File: src/rtl/window_scanner_2d.sv
// rtl/window_scanner_2d.sv - programmable 2D window coordinate scanner
// Walks a latched rectangle in row/column-major order with per-axis reversal.
module window_scanner_2d #(
   parameter int X_MAX = 240,
   parameter int Y_MAX = 320,
   localparam int XW = $clog2(X_MAX) + 1,
   localparam int YW = $clog2(Y_MAX) + 1
) (
   input  logic          clk,
   input  logic          reset,
   input  logic          start,
   input  logic          abort,
   input  logic [XW-1:0] x_start,
   input  logic [XW-1:0] x_end,
   input  logic [YW-1:0] y_start,
   input  logic [YW-1:0] y_end,
   input  logic          col_major,
   input  logic          x_rev,
   input  logic          y_rev,
   output logic          out_valid,
   input  logic          out_ready,
   output logic [XW-1:0] out_x,
   output logic [YW-1:0] out_y,
   output logic          out_first,
   output logic          out_last,
   output logic          busy,
   output logic          done,
   output logic          err
);

   typedef enum logic {IDLE, SCAN} state_t;

   state_t        state, state_next;
   logic [XW-1:0] xs_q, xe_q, x_q;
   logic [YW-1:0] ys_q, ye_q, y_q;
   logic          cm_q, xr_q, yr_q;
   logic          first_q, done_q, err_q;

   logic          window_ok, accept, xfer, last;
   logic          x_at_end, y_at_end;
   logic [XW-1:0] x_step, x_home;
   logic [YW-1:0] y_step, y_home;

   assign window_ok = (x_start <= x_end) && (x_end < XW'(X_MAX)) &&
                      (y_start <= y_end) && (y_end < YW'(Y_MAX));
   assign accept    = (state == IDLE) && start && !abort && window_ok;

   // Terminal detection is by equality only, so the extra width bit never wraps.
   assign x_at_end = (x_q == (xr_q ? xs_q : xe_q));
   assign y_at_end = (y_q == (yr_q ? ys_q : ye_q));
   assign x_step   = xr_q ? (x_q - XW'(1)) : (x_q + XW'(1));
   assign y_step   = yr_q ? (y_q - YW'(1)) : (y_q + YW'(1));
   assign x_home   = xr_q ? xe_q : xs_q;
   assign y_home   = yr_q ? ye_q : ys_q;

   assign last = (state == SCAN) && x_at_end && y_at_end;
   assign xfer = (state == SCAN) && out_ready && !abort;

   always_ff @(posedge clk) begin
      if (reset) state <= IDLE;
      else       state <= state_next;
   end

   always_comb begin
      state_next = state;
      case (state)
         IDLE: if (accept) state_next = SCAN;
         SCAN: if (abort || (xfer && last)) state_next = IDLE;
         default: state_next = IDLE;
      endcase
   end

   always_ff @(posedge clk) begin
      if (reset) begin
         xs_q    <= '0;
         xe_q    <= '0;
         ys_q    <= '0;
         ye_q    <= '0;
         x_q     <= '0;
         y_q     <= '0;
         cm_q    <= 1'b0;
         xr_q    <= 1'b0;
         yr_q    <= 1'b0;
         first_q <= 1'b0;
         done_q  <= 1'b0;
         err_q   <= 1'b0;
      end else begin
         done_q <= xfer && last;
         err_q  <= (state == IDLE) && start && !abort && !window_ok;
         if (accept) begin
            xs_q    <= x_start;
            xe_q    <= x_end;
            ys_q    <= y_start;
            ye_q    <= y_end;
            cm_q    <= col_major;
            xr_q    <= x_rev;
            yr_q    <= y_rev;
            x_q     <= x_rev ? x_end : x_start;
            y_q     <= y_rev ? y_end : y_start;
            first_q <= 1'b1;
         end else if (xfer) begin
            first_q <= 1'b0;
            // Coordinates hold on the final transfer so the last pixel stays visible.
            if (!last) begin
               if (cm_q) begin
                  if (y_at_end) begin
                     y_q <= y_home;
                     x_q <= x_step;
                  end else begin
                     y_q <= y_step;
                  end
               end else begin
                  if (x_at_end) begin
                     x_q <= x_home;
                     y_q <= y_step;
                  end else begin
                     x_q <= x_step;
                  end
               end
            end
         end
      end
   end

   assign out_valid = (state == SCAN);
   assign busy      = (state == SCAN);
   assign out_x     = x_q;
   assign out_y     = y_q;
   assign out_first = (state == SCAN) && first_q;
   assign out_last  = last;
   assign done      = done_q;
   assign err       = err_q;

endmodule

File: config.mk
export PLATFORM = sky130hd
export DESIGN_NAME = window_scanner_2d
export DESIGN_NICKNAME = d
export VERILOG_FILES = /design/src/rtl/window_scanner_2d.sv
export SDC_FILE = /design/constraint.sdc
export NUM_CORES = 1
export LEC_CHECK = 0
export BUFFER_PORTS_ARGS = -buffer_cell sky130_fd_sc_hd__buf_2
export CAP_MARGIN = 25
export CELL_PAD_IN_SITES_DETAIL_PLACEMENT = 0
export CELL_PAD_IN_SITES_GLOBAL_PLACEMENT = 1
export CORE_MARGIN = 3
export CORE_UTILIZATION = 40
export CTS_CLUSTER_DIAMETER = 50
export CTS_CLUSTER_SIZE = 28
export DETAILED_ROUTE_END_ITERATION = 6
export PLACE_DENSITY_LB_ADDON = 0.1
export SLEW_MARGIN = 20
export SYNTH_ARGS = -nofsm -noshare
export SYNTH_HDL_FRONTEND = slang
export SYNTH_SLANG_ARGS = --single-unit
File: constraint.sdc
create_clock -name clk -period 4.15 [get_ports clk]
set_input_delay 1.245 -clock clk [delete_from_list [all_inputs] [get_ports clk]]
set_output_delay 1.245 -clock clk [all_outputs]
set_load 0.005 [all_outputs]
Word level (Yosys, flattened, before mapping). Cells that the tools add are included. W data, S select, Z words.

Register bits: 64.

Add/subtract/negate cells: 4. Order comparisons: 4. Equal/unequal tests: 4. Muxes and demuxes: 25. Bitwise operators: 1. Reductions and logical operators: 20.

Operators by type and width (number): $mux W10 (10); $mux W9 (10); $logic_and A1 B1 Y1 (13); $add A10 B1 Y10 const B (1); $eq A10 B10 Y1 (1); $le A10 B10 Y1 (1); $lt A10 B9 Y1 const B (1); $sub A10 B1 Y10 const B (1); $add A9 B1 Y9 const B (1); $eq A9 B9 Y1 (1); $le A9 B9 Y1 (1); $lt A9 B8 Y1 const B (1); $sub A9 B1 Y9 const B (1); $reduce_and A3 Y1 (2); $mux W1 (4); $ne A3 B1 Y1 const B (1); $reduce_bool A3 Y1 (1); $logic_not A1 Y1 (2); $ne A2 B2 Y1 const B (1); $pmux W1 S2 (1); $reduce_bool A2 Y1 (1); $logic_or A1 B1 Y1 (1); $not A1 Y1 (1).

Longest topological paths before layout. Gate-level depths: netlist (run 1).

Depth in word-level cells: 8. Depth in mapped cells: 13. Mapped depth without buffers: 10.

Worst setup path before layout (run 1). No wires, ideal clock.

Path kind: input-to-reg. Start point: input port y_end[9]. End point: register y_q[9], in the netlist out_y[9]. Setup time: 0.132 ns. Arrival: 3.179 ns. Required time: 4.018 ns. Setup slack: 0.839 ns. Cell stages on the path: 12. Cell sequence: inv_1 -> ha_1 -> nand4_1 -> nor3_1 -> a21oi_1 -> a31oi_1 -> a211o_1 -> clkbuf_1 -> buf_1 -> nor2_1 -> a21oi_1 -> a21oi_1.

Longest elaborated chain between the ends: 6. Elaborated cells between the ends (all ways): 11. Those cells by class: order compare (2); eq/ne (1); mux (2); reduce/logical (6).

Ends and longest elaborated chain: start, declared (line 16) `input logic [YW-1:0] y_end,`; $le A10 B10 Y1 (line 45) `(y_start <= y_end) && (y_end < YW'(Y_MAX));`; $logic_and A1 B1 Y1 (line 44) `assign window_ok = (x_start <= x_end) && (x_end < XW'(X_MAX)) &&`; $logic_and A1 B1 Y1 (line 45); $logic_and A1 B1 Y1 (line 46) `assign accept = (state == IDLE) && start && !abort && window_ok;`; $ne A2 B2 Y1 (no line), or another cell as far along; $reduce_and A3 Y1 (no line); end signal, assigned (line 99) `y_q <= y_rev ? y_end : y_start;`; end signal, assigned (line 107) `y_q <= y_home;`; end signal, assigned (line 110) `y_q <= y_step;`; end, declared (line 35) `logic [YW-1:0] ys_q, ye_q, y_q;`.

Parallel ways exist; a longest one is shown, timed or not. A chain may end at the register's enable or synchronous reset.

Worst setup path after layout (run 1).
Start point: register yr_q. End point: output port out_last.

Longest elaborated chain between the ends: 3.

Ends and longest elaborated chain: start, declared (line 36) `logic cm_q, xr_q, yr_q;`; start signal, assigned (line 97) `yr_q <= y_rev;`; $mux W10 (line 50) `assign y_at_end = (y_q == (yr_q ? ys_q : ye_q));`; $eq A10 B10 Y1 (line 50); $logic_and A1 B1 Y1 (line 56) `assign last = (state == SCAN) && x_at_end && y_at_end;`; end, declared (line 25) `output logic out_last,`.

Every way passes these cells.

==> results.cfg, run 1 <==
[worst_setup_path]
required_ps = 2900
cp-start-kind = flip-flop
arrival_ps = 2690
path_max_fanout = 11
crit_slowest_cell = dfxtp_1
crit_chain = buf_4, mux2i_1, xnor2_1, nor4_2, and3_1, nand3_2, inv_1, buf_2
cpPeakStageDelay_ps = 670
endpoint_kind = primary output
crit_type = reg -> out

[floorplan]
start_util_pct = 41.8
die_w_um = 114
die_h_um = 114
core_mm2 = 0.0111
num_io_pins = 71
row_count = 38
die_area_mm2 = 0.0130

[power]
cellPowerDensity_mw_per_mm2 = 287
ir_drop_v = 0.000161
p_leak_nw = 2.19

[run_status]
status = completed

[yosys]
netlist_area_mm2 = 0.00465
ys.flop_type = dfxtp_1
avgSynthCellArea_um2 = 7.96
synth.net_count = 667
synth_seq_cells = 64
synth_cells = 585
synth-seq-area-share_pct = 27.5
async_flop_share_pct = 0
synth_edf_count = 0
ys_types = 56
yosysWarnings = 0

[cells_and_area]
antenna_cells = 0
syn2layout_area_growth_pct = 18.2
fin_area_mm2 = 0.00550
nNetsFinal = 736
layout_commonest_cell = nand2_1
drive_above_1_share_pct = 18.4
final_cell_mix = nand2_1, a21oi_1, buf_2, dfxtp_1, mux2i_1

[clocking]
cts_buffer_depth = 2
clk_pin_slew_ps = 50
cts_setup_buffers = 0
cts_sinks = 64
cts_hold_buf = 0
cts_tree = yes
cts.repair.resized = 0
cts.htree.levels = 3
ctsRootBufferMaster = clkbuf_16
clk_latency_ps = 330
numCtsBuffers = 9

[grt]
grt_pass1_wl_um = 22500
grt_overflow = 0
grt_pass1_vias = 4270
antenna_found_initial = 0
grt_max_degree = 44
track_usage_pct = 21.9

[detailed_routing]
firstDrtPassIters = 5
wirelength_um = 13800
via_count = 4335
drt_iter0_markers = 255
drcViolationCount = 0
detail_route.wl_per_cell_um = 17.3
antenna_left = 0
viasPerCell = 5.43

[sta]
max_clock_freq_ghz = 0.254
rsz0062_at_grt = false
hold_viol = 0
fin_crit_sh_pct = 94.7
slew-limit-headroom_pct = 43.8
fin_tns_setup_ps = 0
finalSetupViolations = 0
skew_ps = 6.82
worstMarginPinSlew_ps = 843
hold_slack_ps = 449
final.min_clock_period_ps = 3930
slew_viol_final = 0

[placed_design]
routabilityCongestion = 0.825
dpl_cell_area_mm2 = 0.00520
hpwl_um = 10400
io_buffers = 70

[worst_hold_path]
min_path_type = reg -> reg

[job]
maxCapViolations = 0
==> registers in the layout (all words and copies together), names as in the netlist, 9 cells and up <==
register and count:
out_x 9, ys_q 10, ye_q 10, xs_q 9, xe_q 9, out_y 10
==> through the flow <==
step	instances	total power (W)	util (%)	setup WS (ps)
4_1_cts	798	0.00159	49.4	194
3_3_place_gp	783	0.000824	46.8	130
3_5_place_dp	783	0.000827	46.8	95.7
2_1_floorplan	585	0.000748	-	839
5_1_grt	798	0.00164	49.4	73.6
6_report	798	0.00158	49.4	219
==> critical path, delay by kind of cell, from the launching register on <==
family,cells,cell delay [ps]
mux,1,240
flops,1,670
xor+xnor,1,110
simple gates,3,850
buf+inv,3,490
==> cell type report <==
type	count	area, um2
fillers	1144	5630
multi-input cells	460	3120
flip-flops and latches	64	1280
repair buffers	89	518
clock buffers	10	239
well taps	140	175
inverters	30	113
clock inverters	5	57.6
==> cells by family (layout without fill, tap and decap cells) <==
family | count (synthesis) | count (layout) | share of synthesized area [%]
flip-flops | 64 | 64 | 27.5
AO/OA/AOI/OAI | 145 | 145 | 19.4
buffers and inverters | 61 | 134 | 5.78
multiplexers | 51 | 51 | 11.0
XOR/XNOR | 35 | 35 | 6.59
AND/OR/NAND/NOR | 193 | 193 | 19.7
adder cells (fa/ha/maj) | 36 | 36 | 10.0
==> path summary, 6_finish.rpt <==
| path | from | to | slack [ps] | cells past startpoint |
|---|---|---|---|---|
| worst min register to register | first_q | first_q | 450 | 2 |
| worst max-delay path | yr_q | out_last | 220 | 8 |
| worst min-delay path | first_q | first_q | 450 | 2 |
| worst max register to register | xr_q | out_x[8] | 860 | 10 |
==> synth_stat cells, drive strengths merged (13+ instances only) <==
cell     n  area (um2)
buf     16         100
clkbuf  15        56.3
mux2i   48         480
inv     30         113
a211oi  17         133
nor2b   13        81.3
nor2    30         113
o21ai   20         100
dfxtp   64        1280
nand2   99         372
ha      34         425
xnor2   26         228
a21oi   75         379
==> routing by layer <==
| layer | GRT usage [%] | wire, um | part of all wire, % | vias up |
|---|---|---|---|---|
| met1 | 35.2 | 7420 | 54 | 2031 |
| met2 | 30.1 | 5550 | 40 | 102 |
| met5 | 0 | 0 | 0 | - |
| met3 | 2.76 | 616 | 4.5 | 12 |
| met4 | 6.33 | 177 | 1.3 | 0 |
| li1 | - | - | - | 2190 |
==> report_power, final <==
part / total, W / internal (W) / switching (W)
combinational: 0.000189 / 0.0000755 / 0.000113
sequential: 0.000627 / 0.000620 / 0.00000631
clock: 0.000760 / 0.000476 / 0.000284
total: 0.00158 / 0.00117 / 0.000404
Power figures use the tool's default switching activity.
==> run 2, diff against run 1 <==
- CORE_UTILIZATION: 40 -> 43
==> results.cfg, run 2 (synthesis results as in run 1) <==
[placed_design]
hpwl_um = 10200
place_inst = 774
routabilityCongestion = 0.856
io_buffers = 70

[sta]
skew_ps = 6.47
max_clock_freq_ghz = 0.260
worstMarginPinSlew_ps = 792
slew-limit-headroom_pct = 47.2
rsz0062_at_grt = false
fin_tns_setup_ps = 0
hold_viol = 0
finalSetupViolations = 0
fin_crit_sh_pct = 92.7
final.min_clock_period_ps = 3850
slew_viol_final = 0

[detailed_routing]
wirelength_met1_um = 7330
firstDrtPassIters = 5
drcViolationCount = 0
viasPerCell = 5.45
drt_iter0_markers = 257
wl_met3_um = 615
detail_route.wl_per_cell_um = 16.6
antenna_left = 0
via_count = 4301
top_layer_used = met4
dr_wl_met2_um = 5020
wirelength_um = 13100

[worst_hold_path]
min_path_type = reg -> reg
hp-start = first_q
min_to = first_q
whs_path_depth = 2

[grt]
grt_overflow = 0
track_usage_pct = 22.5
grt_max_degree = 42
grt_pass1_wl_um = 20900
antenna_found_initial = 0
grt_pass1_vias = 3990

[floorplan]
die_w_um = 110
row_count = 37
die_area_mm2 = 0.0121
die_h_um = 110
start_util_pct = 44.7
num_io_pins = 71
core_mm2 = 0.0104

[clocking]
ctsRootBufferMaster = clkbuf_8
cts_sinks = 64
clk_pin_slew_ps = 70
cts.htree.levels = 3
cts.repair.resized = 0
cts_setup_buffers = 0
numCtsBuffers = 9
cts_tree = yes
cts_hold_buf = 0
cts_buffer_depth = 2
clk_latency_ps = 340

[power]
swShare_pct = 27.8
power.switching_w = 0.000362
ir_drop_v = 0.000121
seqPwrFrac_pct = 48.2
p_leak_nw = 2.11
pwr-share-comb_pct = 14.2
p_clk_share_pct = 37.6
cellPowerDensity_mw_per_mm2 = 244
p_int_w = 0.000938

[cells_and_area]
drive_above_1_share_pct = 17.6
fin_cells = 789
utilization_pct = 51.1
nNetsFinal = 731
layout_commonest_cell = nand2_1
final_cell_mix = nand2_1, a21oi_1, buf_2, dfxtp_1, mux2i_1
antenna_cells = 0
syn2layout_area_growth_pct = 14.3
n_fill_cell = 1049

[job]
maxCapViolations = 0

[worst_setup_path]
rrSetupSlack_ps = 700
crit_type = reg -> out
cp-start-kind = flip-flop
required_ps = 2900
r2r_cells = 11
path_max_fanout = 10
r2r_start = xr_q
arrival_ps = 2600
endpoint_kind = primary output
worstReg2RegEnd = out_x[8]

[run_status]
status = completed
run 2: final cells by class:
cell class | instances | area (um2) | area share, %
Multi-Input combinational cell | 460 | 3120 | 58.6
Tap cell | 136 | 170 | 3.20
Clock inverter | 3 | 17.5 | 0.329
Clock buffer | 12 | 155 | 2.92
Sequential cell | 64 | 1280 | 24.1
Inverter | 30 | 113 | 2.12
Timing Repair Buffer | 84 | 468 | 8.79
run 2: layer usage:
metal / global-route usage (%) / vias to the layer above
li1: - / 2181
met1: 37.0 / 1999
met5: 0 / -
met4: 5.70 / 0
met2: 29.4 / 111
met3: 3.49 / 10
run 2: worst max-delay path by stage:
stage | depth (start not counted) | slack (ps) | end | from
3_5_place_dp | 12 | 140 | out_x[8] | y_end[7]
3_3_place_gp | 12 | 240 | out_x[8] | y_end[9]
6_report | 8 | 300 | out_last | xr_q
5_1_grt | 8 | 120 | out_last | xr_q
4_1_cts | 8 | 270 | out_last | xr_q
2_1_floorplan | 12 | 840 | out_y[9] | y_end[9]
run 2: power groups by stage:
stage	combinational [W]	sequential [W]	clock (W)
after floorplan	0.000110	0.000638	0
after global placement	0.000180	0.000640	0
after detailed placement	0.000184	0.000640	0
after CTS	0.000184	0.000626	0.000495
after global routing	0.000208	0.000626	0.000526
final	0.000185	0.000626	0.000489
run 2: worst max-delay path, cell delays in order, from the launching register on:
cell and delay (ps):
dfxtp_1 630, buf_4 280, mux2i_1 240, xor2_1 160
nand4_1 170, nor3_1 340, nand3_2 240, inv_1 90
buf_2 110
run 2: per-stage QoR:
| stage | setup WS [ps] | power, W | instance area, um2 | hold slack, ps |
|---|---|---|---|---|
| 5_1_grt | 116 | 0.00136 | 5320 | 495 |
| 2_1_floorplan | 839 | 0.000748 | 4650 | 432 |
| 3_5_place_dp | 138 | 0.000824 | 5150 | 458 |
| 6_report | 301 | 0.00130 | 5320 | 464 |
| 3_3_place_gp | 239 | 0.000820 | 5150 | 440 |
| 4_1_cts | 271 | 0.00131 | 5320 | 468 |
==> run 3, diff against run 2 <==
- CORE_UTILIZATION: 43 -> 39
- clock period: 4.15 -> 3.3 ns (I/O delays scaled with it)
==> results.cfg, run 3 (synthesis results as in run 1) <==
[clocking]
cts_sinks = 64
ctsRootBufferMaster = clkbuf_16
numCtsBuffers = 9
cts_tree = yes
cts_buffer_depth = 2
cts.htree.levels = 3
clk_pin_slew_ps = 50
clk_latency_ps = 340

[cells_and_area]
drive_above_1_share_pct = 20.6
fin_cells = 813
syn2layout_area_growth_pct = 22.7
final_cell_mix = nand2_1, a21oi_1, buf_2, dfxtp_1, mux2i_1
antenna_cells = 0
layout_commonest_cell = nand2_1
nNetsFinal = 747

[grt]
track_usage_pct = 21.2
grt_max_degree = 40
grt_pass1_wl_um = 21700
grt_overflow = 0
antenna_found_initial = 0
grt_pass1_vias = 4395

[sta]
fin_crit_sh_pct = 95.1
skew_ps = 10.5
slew-limit-headroom_pct = 48.1
worstMarginPinSlew_ps = 778
slew_viol_final = 0
rsz0062_at_grt = false
hold_viol = 0
finalSetupViolations = 0
final.min_clock_period_ps = 3140
max_clock_freq_ghz = 0.319

[floorplan]
die_w_um = 115
core_mm2 = 0.0116
start_util_pct = 40.2
die_h_um = 115
die_area_mm2 = 0.0133
num_io_pins = 71
row_count = 39

[detailed_routing]
viasPerCell = 5.43
antenna_left = 0
drcViolationCount = 0
via_count = 4416
wirelength_um = 13700
detail_route.wl_per_cell_um = 16.9
firstDrtPassIters = 4
drt_iter0_markers = 235

[worst_hold_path]
min_to = first_q
hp-start = first_q
min_path_type = reg -> reg
whs_path_depth = 2

[power]
swShare_pct = 23.8
power_w = 0.00215
cellPowerDensity_mw_per_mm2 = 377
seqPwrFrac_pct = 36.6
p_int_w = 0.00164
pwr-share-comb_pct = 11.6
p_clk_share_pct = 51.8
power.switching_w = 0.000511
p_leak_nw = 2.29
ir_drop_v = 0.000322

[worst_setup_path]
crit_chain = buf_12, mux2i_1, xnor2_1, nor4_2, and3_1, nand3_2, inv_1, buf_2
r2r_cells = 10
r2r_start = xr_q
worstReg2RegEnd = out_x[8]
path_max_fanout = 14
cpPeakStageDelay_ps = 440
cp-start-kind = flip-flop
endpoint_kind = primary output
required_ps = 2310
crit_type = reg -> out
crit_slowest_cell = dfxtp_2
arrival_ps = 2150
rrSetupSlack_ps = 390

[placed_design]
io_buffers = 70
hpwl_um = 10500
place_inst = 795
routabilityCongestion = 0.815

[run_status]
status = completed

[job]
maxCapViolations = 0
==> run 3: how the worst max path moves through the flow <==
stage | from | to | slack [ps] | cells past startpoint
CTS | xr_q | out_last | 10 | 8
global placement | y_end[9] | out_x[2] | -20 | 13
detailed placement | x_start[6] | out_x[2] | -50 | 10
global route | yr_q | out_last | 0.2 | 8
finish | yr_q | out_last | 160 | 8
floorplan | y_end[9] | out_y[9] | 240 | 12
==> run 3: layer usage <==
metal | up-vias | wire length (um) | track usage, %
met1 | 2090 | 5540 | 22.9
met2 | 89 | 7430 | 40.6
li1 | 2217 | - | -
met5 | - | 0 | 0
met4 | 0 | 303 | 6.57
met3 | 20 | 452 | 4.84
==> run 3: power groups by stage <==
stage,combinational (W),sequential [W],clock [W]
3_5_place_dp,0.000246,0.000804,0
4_1_cts,0.000248,0.000788,0.00113
5_1_grt,0.000277,0.000789,0.00117
6_report,0.000249,0.000788,0.00112
3_3_place_gp,0.000242,0.000804,0
2_1_floorplan,0.000138,0.000802,0
==> run 3: worst max-delay path, delay by kind of cell, from the launching register on <==
family | cells | cell delay (ps)
AND/OR/NAND/NOR | 3 | 710
buffers and inverters | 3 | 340
flip-flops | 1 | 440
XOR/XNOR | 1 | 100
multiplexers | 1 | 210
==> run 3: per-stage QoR <==
stage | util, % | instance area (um2) | hold slack [ps] | setup slack, ps | setup TNS (ps)
after global placement | 45.8 | 5300 | 448 | -18.6 | -18.6
after global routing | 49.4 | 5710 | 495 | 0.187 | 0
after floorplan | - | 4650 | 432 | 244 | 0
after CTS | 48.9 | 5660 | 453 | 12.3 | 0
final | 49.4 | 5710 | 455 | 163 | 0
after detailed placement | 45.8 | 5300 | 445 | -51.9 | -456
==> run 3: what timing repair did <==
action	CTS	global route
setup endpoints to repair	1	1
setup buffers	0	1
pin swaps	0	5
gates resized for setup	3	4
endpoints found under the hold margin	0	0
gates cloned	0	1
hold buffers	0	0
==> run 3: layout make-up <==
cell class,instances,area [um2]
Clock inverter,5,104
Inverter,30,113
Sequential cell,64,1280
Fill cell,1182,5850
Clock buffer,11,243
Multi-Input combinational cell,460,3150
Timing Repair Buffer,100,643
Tap cell,143,179
